--- config.mk ---
export PLATFORM = sky130hd
export DESIGN_NAME = led_activity_stretcher
export DESIGN_NICKNAME = d
export VERILOG_FILES = /design/src/rtl/led_activity_stretcher.sv
export SDC_FILE = /design/constraint.sdc
export NUM_CORES = 1
export LEC_CHECK = 0
export ABC_AREA = 1
export ABC_CLOCK_PERIOD_IN_PS = 3500
export CAP_MARGIN = 20
export CORE_ASPECT_RATIO = 0.6
export CORE_MARGIN = 4
export CORE_UTILIZATION = 63
export DETAILED_ROUTE_END_ITERATION = 10
export GPL_TIMING_DRIVEN = 0
export PLACE_DENSITY = 0.81
export SYNTH_ARGS = -nofsm -noshare
export SYNTH_HDL_FRONTEND = slang
export SYNTH_SLANG_ARGS = --single-unit
--- constraint.sdc ---
create_clock -name clock -period 3.5 [get_ports clock]
set_input_delay 0.7 -clock clock [delete_from_list [all_inputs] [get_ports clock]]
set_output_delay 0.7 -clock clock [all_outputs]
set_load 0.05 [all_outputs]
--- src/rtl/led_activity_stretcher.sv ---
// Per-channel LED activity stretcher: 2-flop resync, retriggerable hold timer,
// shared 8-bit PWM dimmer, active-low registered LED drive.
module led_activity_stretcher #(
  parameter int N           = 8,
  parameter int HOLD_CYCLES = 8000000,
  parameter int CNT_W       = $clog2(HOLD_CYCLES + 1),
  parameter int PWM_DIV     = 625
) (
  input  logic         clock,
  input  logic         resn,
  input  logic [N-1:0] led_in,
  input  logic [7:0]   brightness,
  output logic [N-1:0] led_n,
  output logic [N-1:0] active
);

  // Widths clamped to 1 so HOLD_CYCLES = 0 / PWM_DIV = 1 still elaborate.
  localparam int CW = (CNT_W < 1) ? 1 : CNT_W;
  localparam int PW = (PWM_DIV < 2) ? 1 : $clog2(PWM_DIV);

  logic [N-1:0]  sync1;
  logic [N-1:0]  sync2;
  logic [N-1:0]  stretched;
  logic [PW-1:0] prescaler;
  logic [7:0]    pwm_cnt;
  logic [7:0]    brightness_q;
  logic          tick;
  logic          pwm_on;

  always_ff @(posedge clock or negedge resn) begin
    if (!resn) begin
      sync1 <= '0;
      sync2 <= '0;
    end else begin
      sync1 <= led_in;
      sync2 <= sync1;
    end
  end

  for (genvar g = 0; g < N; g++) begin : g_chan
    logic [CW-1:0] cnt;

    always_ff @(posedge clock or negedge resn) begin
      if (!resn) begin
        cnt <= '0;
      end else if (sync2[g]) begin
        cnt <= CW'(HOLD_CYCLES);
      end else if (cnt != '0) begin
        cnt <= cnt - CW'(1);
      end
    end

    assign stretched[g] = sync2[g] | (cnt != '0);
  end

  assign tick   = (prescaler == PW'(PWM_DIV - 1));
  assign pwm_on = (brightness_q == 8'hFF) | (pwm_cnt < brightness_q);

  always_ff @(posedge clock or negedge resn) begin
    if (!resn) begin
      prescaler    <= '0;
      pwm_cnt      <= '0;
      brightness_q <= 8'hFF;
    end else begin
      prescaler <= tick ? '0 : prescaler + PW'(1);
      if (tick) begin
        pwm_cnt <= pwm_cnt + 8'd1;
        // Duty only changes at a period boundary to avoid partial-period glitches.
        if (pwm_cnt == 8'hFF) begin
          brightness_q <= brightness;
        end
      end
    end
  end

  always_ff @(posedge clock or negedge resn) begin
    if (!resn) begin
      active <= '0;
      led_n  <= '1;
    end else begin
      active <= stretched;
      led_n  <= ~(stretched & {N{pwm_on}});
    end
  end

endmodule

== Word level (Yosys, flattened, before mapping) ==
Cells that the tools add are included.
Storage, ports and cells
  flip-flop bits (word level): 242
  bits in latches: 0
  memory bits (writable): 0
  memory bits (read-only): 0
  output and inout port bits: 16
  memories: 0
Cells by class
  add/sub/neg operators: 10
  $mul: 0
  divide/modulo/power cells: 0
  order comparisons: 1
  eq/ne operators: 3
  shift operators: 0
  multiplexer cells: 17
  bitwise logic cells: 11
  reduce and logical (&&, ||, !) cells: 17
Operators with widths (number)
  2-to-1 mux 23 bit: 16
  nonzero test 23 bit: 8
  subtractor 23 x 1 -> 23 bit, second input constant: 8
  == test 8 bit, second input constant: 2
  nonzero test 2 bit: 8
  adder 10 x 1 -> 10 bit, second input constant: 1
  == test 10 bit, second input constant: 1
  2-to-1 mux 10 bit: 1
  bitwise OR 1 bit: 9
  adder 8 x 1 -> 8 bit, second input constant: 1
  bitwise AND 8 bit: 1
  < comparator 8 bit: 1
  NOT 8 bit: 1
  AND reduction 2 bit: 1

== Depth between registers and ports, before layout ==
Gate-level depths: netlist of the first run.
  word-level depth: 4
  mapped depth: 10

== Worst setup path before layout of the first run ==
Ideal clock, no wire load.
  kind: reg-to-reg
  from: reg g_chan[0].cnt[0]
  to: reg g_chan[0].cnt[8]
  library setup time: 0.123 ns
  arrival: 1.391 ns
  data required time: 3.377 ns
  path slack: 1.986 ns
  cell stages (with the launch flop): 8
  path buffers: 0
  cells stage by stage: dfrtp_1 -> inv_1 -> ha_1 -> nand2_1 -> nor2_1 -> nand4_1 -> inv_2 -> nor3_1
On the way
  cells in the longest elaborated chain, start to end: 3
  elaborated cells between the ends (all ways): 5
  classes of those cells: 1 x add/sub; 2 x mux; 2 x reduce/logical
RTL lines
  from (decl): line 41  | logic [CW-1:0] cnt;
  from (signal assigned): line 47  | cnt <= CW'(HOLD_CYCLES);
  from (signal assigned): line 49  | cnt <= cnt - CW'(1);
  subtractor 23 x 1 -> 23 bit: line 49
  2-to-1 mux 23 bit: line 48  | end else if (cnt != '0) begin
  2-to-1 mux 23 bit: line 46  | end else if (sync2[g]) begin
Parallel ways exist; a longest one is shown, timed or not. The select of a mux whose other input is x is not followed.
A chain may end at the register's enable or synchronous reset.

== Worst setup path after layout of the first run ==
  from: reg led_n[5]
  to: out led_n[5]
RTL lines
  from (decl): line 13  | output logic [N-1:0] led_n,
  from (signal assigned): line 82  | led_n <= ~(stretched & {N{pwm_on}});
No word-level cell between the ends.

==> results of run 1 <==
==> path summary, 6_finish.rpt <==
| path | to | slack, ns | cells past startpoint |
|---|---|---|---|
| worst max-delay path | led_n[5] | 0.95 | 1 |
| worst min-delay path | g_chan[0].cnt[20]$_DFFE_PN0P_ | 0.25 | 1 |
| worst max register to register | g_chan[0].cnt[18]$_DFFE_PN0P_ | 1.54 | 7 |
| worst min register to register | sync2[3]$_DFF_PN0_ | 0.35 | 0 |
| max in group asynchronous | sync1[3]$_DFF_PN0_ | 2.18 | 2 |
| min in group clock | sync2[3]$_DFF_PN0_ | 0.35 | 0 |
==> placed cells by master, fill, tap and decap left out, types with 2 or more instances in the layout <==
cell | Yosys | routed
sky130_fd_sc_hd__inv_1 | 210 | 210
sky130_fd_sc_hd__nand3_4 | 4 | 4
sky130_fd_sc_hd__nor2_2 | 35 | 35
sky130_fd_sc_hd__xnor2_1 | 7 | 7
sky130_fd_sc_hd__nand3_1 | 212 | 212
sky130_fd_sc_hd__nor2_4 | 16 | 16
sky130_fd_sc_hd__a21oi_1 | 37 | 37
sky130_fd_sc_hd__buf_2 | 12 | 12
sky130_fd_sc_hd__o21bai_1 | 3 | 3
sky130_fd_sc_hd__nand3b_1 | 14 | 14
sky130_fd_sc_hd__nand2_1 | 405 | 405
sky130_fd_sc_hd__ha_1 | 18 | 18
sky130_fd_sc_hd__inv_2 | 13 | 13
sky130_fd_sc_hd__nor3_2 | 3 | 3
sky130_fd_sc_hd__o21ai_0 | 18 | 18
sky130_fd_sc_hd__nor3b_1 | 2 | 2
sky130_fd_sc_hd__clkinv_2 | 0 | 5
sky130_fd_sc_hd__clkbuf_8 | 0 | 7
sky130_fd_sc_hd__clkbuf_16 | 0 | 25
sky130_fd_sc_hd__buf_1 | 3 | 3
sky130_fd_sc_hd__dfrtp_1 | 226 | 226
sky130_fd_sc_hd__nor2_1 | 348 | 348
sky130_fd_sc_hd__a21o_1 | 18 | 18
sky130_fd_sc_hd__clkdlybuf4s50_1 | 0 | 32
sky130_fd_sc_hd__nor2_8 | 3 | 3
sky130_fd_sc_hd__or2_2 | 38 | 38
sky130_fd_sc_hd__clkbuf_1 | 1 | 6
sky130_fd_sc_hd__nand3_2 | 5 | 5
sky130_fd_sc_hd__xor2_1 | 14 | 14
sky130_fd_sc_hd__nor3_1 | 28 | 28
sky130_fd_sc_hd__nand2_2 | 8 | 8
sky130_fd_sc_hd__clkinv_1 | 5 | 5
sky130_fd_sc_hd__o21ai_1 | 22 | 22
sky130_fd_sc_hd__nand4_2 | 6 | 6
sky130_fd_sc_hd__nand4_1 | 67 | 67
sky130_fd_sc_hd__dfstp_2 | 16 | 16
==> through the flow <==
step / setup TNS, ns / util [%]
after floorplan: 0 / -
after global placement: -1980.96 / 67.7
after detailed placement: 0 / 67.8
after CTS: 0 / 71.6
after global routing: 0 / 71.6
final: 0 / 71.6
==> Yosys cell counts, types with 4 or more instances <==
master	number	area, µm²
sky130_fd_sc_hd__o21ai_0	18	90.1
sky130_fd_sc_hd__inv_2	13	48.8
sky130_fd_sc_hd__nand4_2	6	75.1
sky130_fd_sc_hd__nor3_1	28	140
sky130_fd_sc_hd__inv_1	210	788
sky130_fd_sc_hd__buf_2	12	60.1
sky130_fd_sc_hd__nand3_2	5	50.1
sky130_fd_sc_hd__a21oi_1	37	185
sky130_fd_sc_hd__clkinv_1	5	18.8
sky130_fd_sc_hd__o21ai_1	22	110
sky130_fd_sc_hd__nand2_2	8	50.1
sky130_fd_sc_hd__nor2_2	35	219
sky130_fd_sc_hd__ha_1	18	225
sky130_fd_sc_hd__dfstp_2	16	420
sky130_fd_sc_hd__xnor2_1	7	61.3
sky130_fd_sc_hd__nand3_1	212	1060
sky130_fd_sc_hd__dfrtp_1	226	5660
sky130_fd_sc_hd__nor2_4	16	180
sky130_fd_sc_hd__nand3b_1	14	105
sky130_fd_sc_hd__nand3_4	4	70.1
sky130_fd_sc_hd__nand4_1	67	419
sky130_fd_sc_hd__or2_2	38	238
sky130_fd_sc_hd__a21o_1	18	135
sky130_fd_sc_hd__xor2_1	14	123
sky130_fd_sc_hd__nor2_1	348	1310
sky130_fd_sc_hd__nand2_1	405	1520
==> layout make-up <==
class	instances	area [µm²]	share of cell area (%)
sequential	242	6080	40.1
clock buffer	37	741	4.89
multi-input combinational	1340	6580	43.5
tap	279	349	2.31
timing repair buffer	34	363	2.40
clock inverter	7	62.6	0.413
buffer	17	95.1	0.628
inverter	229	865	5.71
==> where the power goes <==
part           internal, mW  total (mW)  switching (mW)
Sequential             2.96        3.13           0.169
Clock                  1.53        2.63            1.10
Combinational         0.401        1.25           0.849
Total                  4.89        7.01            2.12
==> sequential cells by signal, summed over array words and instances (netlist names) <==
signal        count
led_n             8
active            8
brightness_q      8
pwm_cnt           8
sync1             8
prescaler        10
sync2             8
g_chan.cnt      184
==> per-layer routing <==
layer / global-route usage [%] / vias to the layer above / routed length, µm
li1: - / 5986 / -
met5: 0 / - / 0
met4: 5.85 / 0 / 588
met1: 45.3 / 5699 / 16300
met3: 5.22 / 48 / 2930
met2: 37.7 / 513 / 12900
==> cell families (layout without fill, tap and decap cells) <==
| kind of cell | Yosys count | after routing | share of synthesized area [%] |
|---|---|---|---|
| adder cells (fa/ha/maj) | 18 | 18 | 1.65 |
| multiplexers | 1 | 1 | 0.0735 |
| AND/OR/NAND/NOR | 1200 | 1200 | 41.2 |
| AO/OA/AOI/OAI | 100 | 100 | 4.10 |
| buffers and inverters | 246 | 324 | 7.05 |
| XOR/XNOR | 21 | 21 | 1.35 |
| flip-flops | 242 | 242 | 44.6 |
==> out/qor.txt, run 1 <==
Number of post-CTS setup repair buffers - 0
Crit path launch - led_n[5]$_DFF_PN1_
Routed vias - 12200
Finished Cell Area - 0.0151 mm²
Final clock skew - 0.00904 ns
Filler cell count in the final layout - 1693
Worst hold slack - 0.252 ns
Unrepaired setup endpoints after global routing - false
Routability-driven placement congestion ratio - 0.964
Vias per cell - 5.60
Post-cts resize count - 0
Synthesized instance count - 1828
First-pass iteration count of the detailed router - 5
Number of design rule violations left after detail routing - 0
Chip height - 122 µm
Fraction of the yosys area taken by sequential cells - 44.6%
Wire length reported by the detailed router - 32.7 mm
Overall Power - 7.01 mW
Final WS setup - 0.953 ns
Total number of nets in the final design - 1924
Tightest slew margin relative to the limit - 39.3%
Area of placed instances - 0.0143 mm²
Ordered list of cells on the worst path - clkdlybuf4s50_1
Ratio of total power to cell area - 463 mW/mm²
Starting utilization of the core area - 64.4%
Count of final max-slew check failures - 0
Hold crit path type - input pin to async pin
Width of the die - 198 µm
Post-Place Setup Slack - 1.50 ns
Count of flip-flops with a built-in enable after synthesis - 0
Average footprint of a synthesized cell - 7.45 µm²
Area of the die - 0.0241 mm²
Cell at the root of the clock tree - sky130_fd_sc_hd__clkbuf_16
Reg2reg start - g_chan[0].cnt[0]$_DFFE_PN0P_
Area inside the core boundary - 0.0211 mm²
WP buf/inv - 1
Hold violation count in the final report - 0
Count of different cell masters after synthesis - 43
Final std cells w/o fill - 2185
Post-route antenna net violation count - 0
Worst-path cell with the longest stage delay - sky130_fd_sc_hd__clkdlybuf4s50_1
Static Leak - 7.64 nW
Post-Syn Area - 0.0136 mm²
Largest net degree at the start of global routing - 123
Layout cells sized above 1 - 10.8%
Worst Max-Slew Pin Slew - 0.911 ns
DP Wirelength - 23.7 mm
Antenna fix cells - 0
DP Cell Count - 2141
CTS sink count - 242
Largest fanout on the critical path - 1
Overall track demand over capacity in global routing - 27.6%
Result of the run - finished clean
Clk Latency, worst-skew pair - 0.53 ns
Clock tree from TritonCTS - done
Most used DFF post-synth - sky130_fd_sc_hd__dfrtp_1
Required time at the endpoint of the critical path - 2.80 ns
Share of the clock period used by the worst path - 72.8%
Final setup violation count - 0
Worst vdd ir - 456 µV
Bufs on Longest Clock Path - 3
WL per Instance - 15.0 µm
FP Rows - 41
H-tree depth - 1
Family with the most delay on the worst path - buffers and inverters
Clock-pin transition on the worst setup and hold timing paths - 0.06 ns
Kind of capture point of the worst setup path - output port
Syn Nets - 1864
Synth Register Bits - 242
GRT Residual Overflow - 0
Number of buffer cells added on primary ports - 33
Maximum operating frequency - 393 MHz
Startpoint class of the critical path - register
First-pass GRT wire length - 55.0 mm
Post-route minimum period - 2.55 ns
Antenna violations before repair - 0
Area Overhead vs Synth - 11.1%
Largest stage delay on the critical path - 0.80 ns
Number of buffers added to fix hold violations after cts - 0
Async set-reset flop share out of synthesis - 100%
WP data arrival - 1.85 ns
Total CTS buffers - 24
Number of global-route vias before repair - 11200
First-iteration detailed-routing DRC count - 1478
Count of maximum capacitance violations - 0
Startpoint-to-endpoint class of the critical path - register to output port
Synth Warn # - 0
Top-level port count - 34
Power figures use the tool's default switching activity.
==> run 2: changes to the inputs <==
--- a/config.mk
+++ b/config.mk
@@ -6,14 +6,14 @@
 export NUM_CORES = 1
 export LEC_CHECK = 0
 export ABC_AREA = 1
-export ABC_CLOCK_PERIOD_IN_PS = 3500
+export ABC_CLOCK_PERIOD_IN_PS = 2300
 export CAP_MARGIN = 20
 export CORE_ASPECT_RATIO = 0.6
 export CORE_MARGIN = 4
-export CORE_UTILIZATION = 63
+export CORE_UTILIZATION = 57
 export DETAILED_ROUTE_END_ITERATION = 10
 export GPL_TIMING_DRIVEN = 0
-export PLACE_DENSITY = 0.81
+export PLACE_DENSITY = 0.77
 export SYNTH_ARGS = -nofsm -noshare
 export SYNTH_HDL_FRONTEND = slang
 export SYNTH_SLANG_ARGS = --single-unit
==> constraint.sdc (replaced) <==
create_clock -name clock -period 2.3 [get_ports clock]
set_input_delay 0.46 -clock clock [delete_from_list [all_inputs] [get_ports clock]]
set_output_delay 0.46 -clock clock [all_outputs]
set_load 0.05 [all_outputs]
==> out/qor.txt, run 2 (same netlist as run 1, synthesis figures left out) <==
Ordered list of cells on the worst path - clkdlybuf4s50_1 (unchanged)
Commonest non-fill, non-tap cells in the layout - 405 x sky130_fd_sc_hd__nand2_1, 348 x sky130_fd_sc_hd__nor2_1, 226 x sky130_fd_sc_hd__dfrtp_1 (unchanged)
Count of maximum capacitance violations - 0 (unchanged)
First-iteration detailed-routing DRC count - 1091 (was 1478)
Count of final max-slew check failures - 0 (unchanged)
Post-route minimum period - 2.11 ns
Biggest register - g_chan.cnt (unchanged)
Clk Latency, worst-skew pair - 0.54 ns (was 0.53 ns)
WP buf/inv - 1 (unchanged)
Area of placed instances - 0.0144 mm² (was 0.0143 mm²)
Area of the die - 0.0265 mm² (was 0.0241 mm²)
Tightest slew margin relative to the limit - 48.9% (was 39.3%)
Total CTS buffers - 24 (unchanged)
Largest fanout on the critical path - 1 (unchanged)
Cell at the root of the clock tree - sky130_fd_sc_hd__clkbuf_16 (unchanged)
FP Rows - 43 (was 41)
First-pass iteration count of the detailed router - 9 (was 5)
Bufs on Longest Clock Path - 3 (unchanged)
Filler cell count in the final layout - 2012 (was 1693)
Final clock skew - 0.0174 ns (was 0.00904 ns)
WL per Instance - 14.1 µm (was 15.0 µm)
H-tree depth - 1 (unchanged)
Wire length reported by the detailed router - 31.3 mm (was 32.7 mm)
First-pass GRT wire length - 54.2 mm (was 55.0 mm)
Worst hold slack - 0.340 ns (was 0.252 ns)
Worst vdd ir - 541 µV (was 456 µV)
Static Leak - 7.69 nW (was 7.64 nW)
Unrepaired setup endpoints after global routing - false (unchanged)
Biggest registers after layout - g_chan.cnt: 184 flops, prescaler: 10 flops (unchanged)
Finished Cell Area - 0.0152 mm² (was 0.0151 mm²)
Total number of nets in the final design - 1926 (was 1924)
Max FFs per register - 184 (unchanged)
Startpoint class of the critical path - register (unchanged)
Final setup violation count - 0 (unchanged)
Largest stage delay on the critical path - 0.79 ns (was 0.80 ns)
WP data arrival - 1.65 ns (was 1.85 ns)
Layout cells sized above 1 - 10.7% (was 10.8%)
Result of the run - finished clean (unchanged)
Worst-path cell with the longest stage delay - sky130_fd_sc_hd__clkdlybuf4s50_1 (unchanged)
Chip height - 128 µm (was 122 µm)
Top-level port count - 34 (unchanged)
Overall track demand over capacity in global routing - 24.0% (was 27.6%)
Ratio of total power to cell area - 696 mW/mm² (was 463 mW/mm²)
GRT Residual Overflow - 0 (unchanged)
Most frequent standard cell in the layout excluding fill and tap cells - sky130_fd_sc_hd__nand2_1 (unchanged)
Width of the die - 208 µm (was 198 µm)
Maximum operating frequency - 473 MHz
Routed vias - 12100 (was 12200)
Starting utilization of the core area - 58.5% (was 64.4%)
Worst Max-Slew Pin Slew - 0.765 ns (was 0.911 ns)
Startpoint-to-endpoint class of the critical path - register to output port (unchanged)
DP Wirelength - 23.1 mm (was 23.7 mm)
Number of design rule violations left after detail routing - 0 (unchanged)
Number of buffer cells added on primary ports - 33 (unchanged)
Hold crit path type - register to register (was input pin to async pin)
Family with the most delay on the worst path - buffers and inverters (unchanged)
Antenna violations before repair - 0 (unchanged)
Largest net degree at the start of global routing - 102 (was 123)
Vias per cell - 5.45 (was 5.60)
Clock tree from TritonCTS - done (unchanged)
Kind of capture point of the worst setup path - output port (unchanged)
Routability-driven placement congestion ratio - 0.963 (was 0.964)
Clock-pin transition on the worst setup and hold timing paths - 0.06 ns (about the same)
Share of the clock period used by the worst path - 91.9%
Number of global-route vias before repair - 11200 (about the same)
Area inside the core boundary - 0.0233 mm² (was 0.0211 mm²)
Hold violation count in the final report - 0 (unchanged)
Post-route antenna net violation count - 0 (unchanged)
Antenna fix cells - 0 (unchanged)
Required time at the endpoint of the critical path - 1.84 ns (was 2.80 ns)
CTS sink count - 242 (unchanged)
Area Overhead vs Synth - 11.6% (was 11.1%)
run 2: cell types whose count changed in the layout (fill, tap and decap cells not counted):
cell                              before  now
sky130_fd_sc_hd__clkdlybuf4s50_1      32   24
sky130_fd_sc_hd__dlygate4sd2_1         0    8
sky130_fd_sc_hd__clkbuf_8              7    4
sky130_fd_sc_hd__clkbuf_1              6    8
sky130_fd_sc_hd__buf_16                1    2
sky130_fd_sc_hd__bufinv_16             1    2
sky130_fd_sc_hd__clkbuf_16            25   24
sky130_fd_sc_hd__clkinv_8              0    1
sky130_fd_sc_hd__clkinvlp_4            1    0
sky130_fd_sc_hd__dlygate4sd3_1         0    1
sky130_fd_sc_hd__inv_6                 1    2
run 2: final timing paths:
kind	from	to	slack (ns)	cells past startpoint
max in group asynchronous	resn	brightness_q[0]$_DFFE_PN1P_	1.03	3
worst max register to register	brightness_q[7]$_DFFE_PN1P_	led_n[2]$_DFF_PN1_	0.25	7
worst max-delay path	active[7]$_DFF_PN0_	active[7]	0.19	1
min in group asynchronous	resn	g_chan[0].cnt[20]$_DFFE_PN0P_	0.44	2
worst min register to register	sync1[5]$_DFF_PN0_	sync2[5]$_DFF_PN0_	0.34	0
worst min-delay path	sync1[5]$_DFF_PN0_	sync2[5]$_DFF_PN0_	0.34	0
run 2: final cells by class:
cell class	count	area, µm²	area share (%)
sequential	242	6080	40.0
buffer	17	95.1	0.626
multi-input combinational	1340	6580	43.3
clock inverter	9	110	0.725
timing repair buffer	36	390	2.57
clock buffer	35	682	4.49
tap	315	394	2.59
inverter	229	865	5.69
run 2: timing repair:
| action | 4_1_cts | 5_1_grt |
|---|---|---|
| hold buffers | 1 | 0 |
| setup endpoints to repair | 8 | 0 |
| gates resized for setup | 8 | 0 |
| setup buffers | 0 | 0 |
| endpoints found under the hold margin | 52 | 0 |
run 2: report_power, final:
group / internal (mW) / leakage [nW] / switching (mW) / total [mW]
sequential: 4.50 / 2.88 / 0.253 / 4.75
clock: 2.29 / 0.392 / 1.67 / 3.97
combinational: 0.614 / 4.42 / 1.24 / 1.86
total: 7.41 / 7.69 / 3.17 / 10.6
run 2: metal layers:
layer	up-vias	track usage [%]	wire [µm]
met5	-	0	0
met1	5654	39.0	15700
li1	5986	-	-
met2	429	33.5	12400
met3	36	4.89	2740
met4	0	4.08	450
run 2: per-stage QoR:
| step | util (%) | TNS [ns] | setup WS, ns | total power [mW] | instances |
|---|---|---|---|---|---|
| floorplan | - | 0 | 0.786 | 6.13 | 1828 |
| global placement | 61.6 | -2228.05 | -9.44 | 6.58 | 2176 |
| detailed placement | 61.8 | 0 | 0.238 | 6.64 | 2178 |
| CTS | 65.2 | 0 | 0.156 | 10.6 | 2223 |
| global route | 65.2 | 0 | 0.125 | 11.2 | 2223 |
| finish | 65.2 | 0 | 0.186 | 10.6 | 2223 |
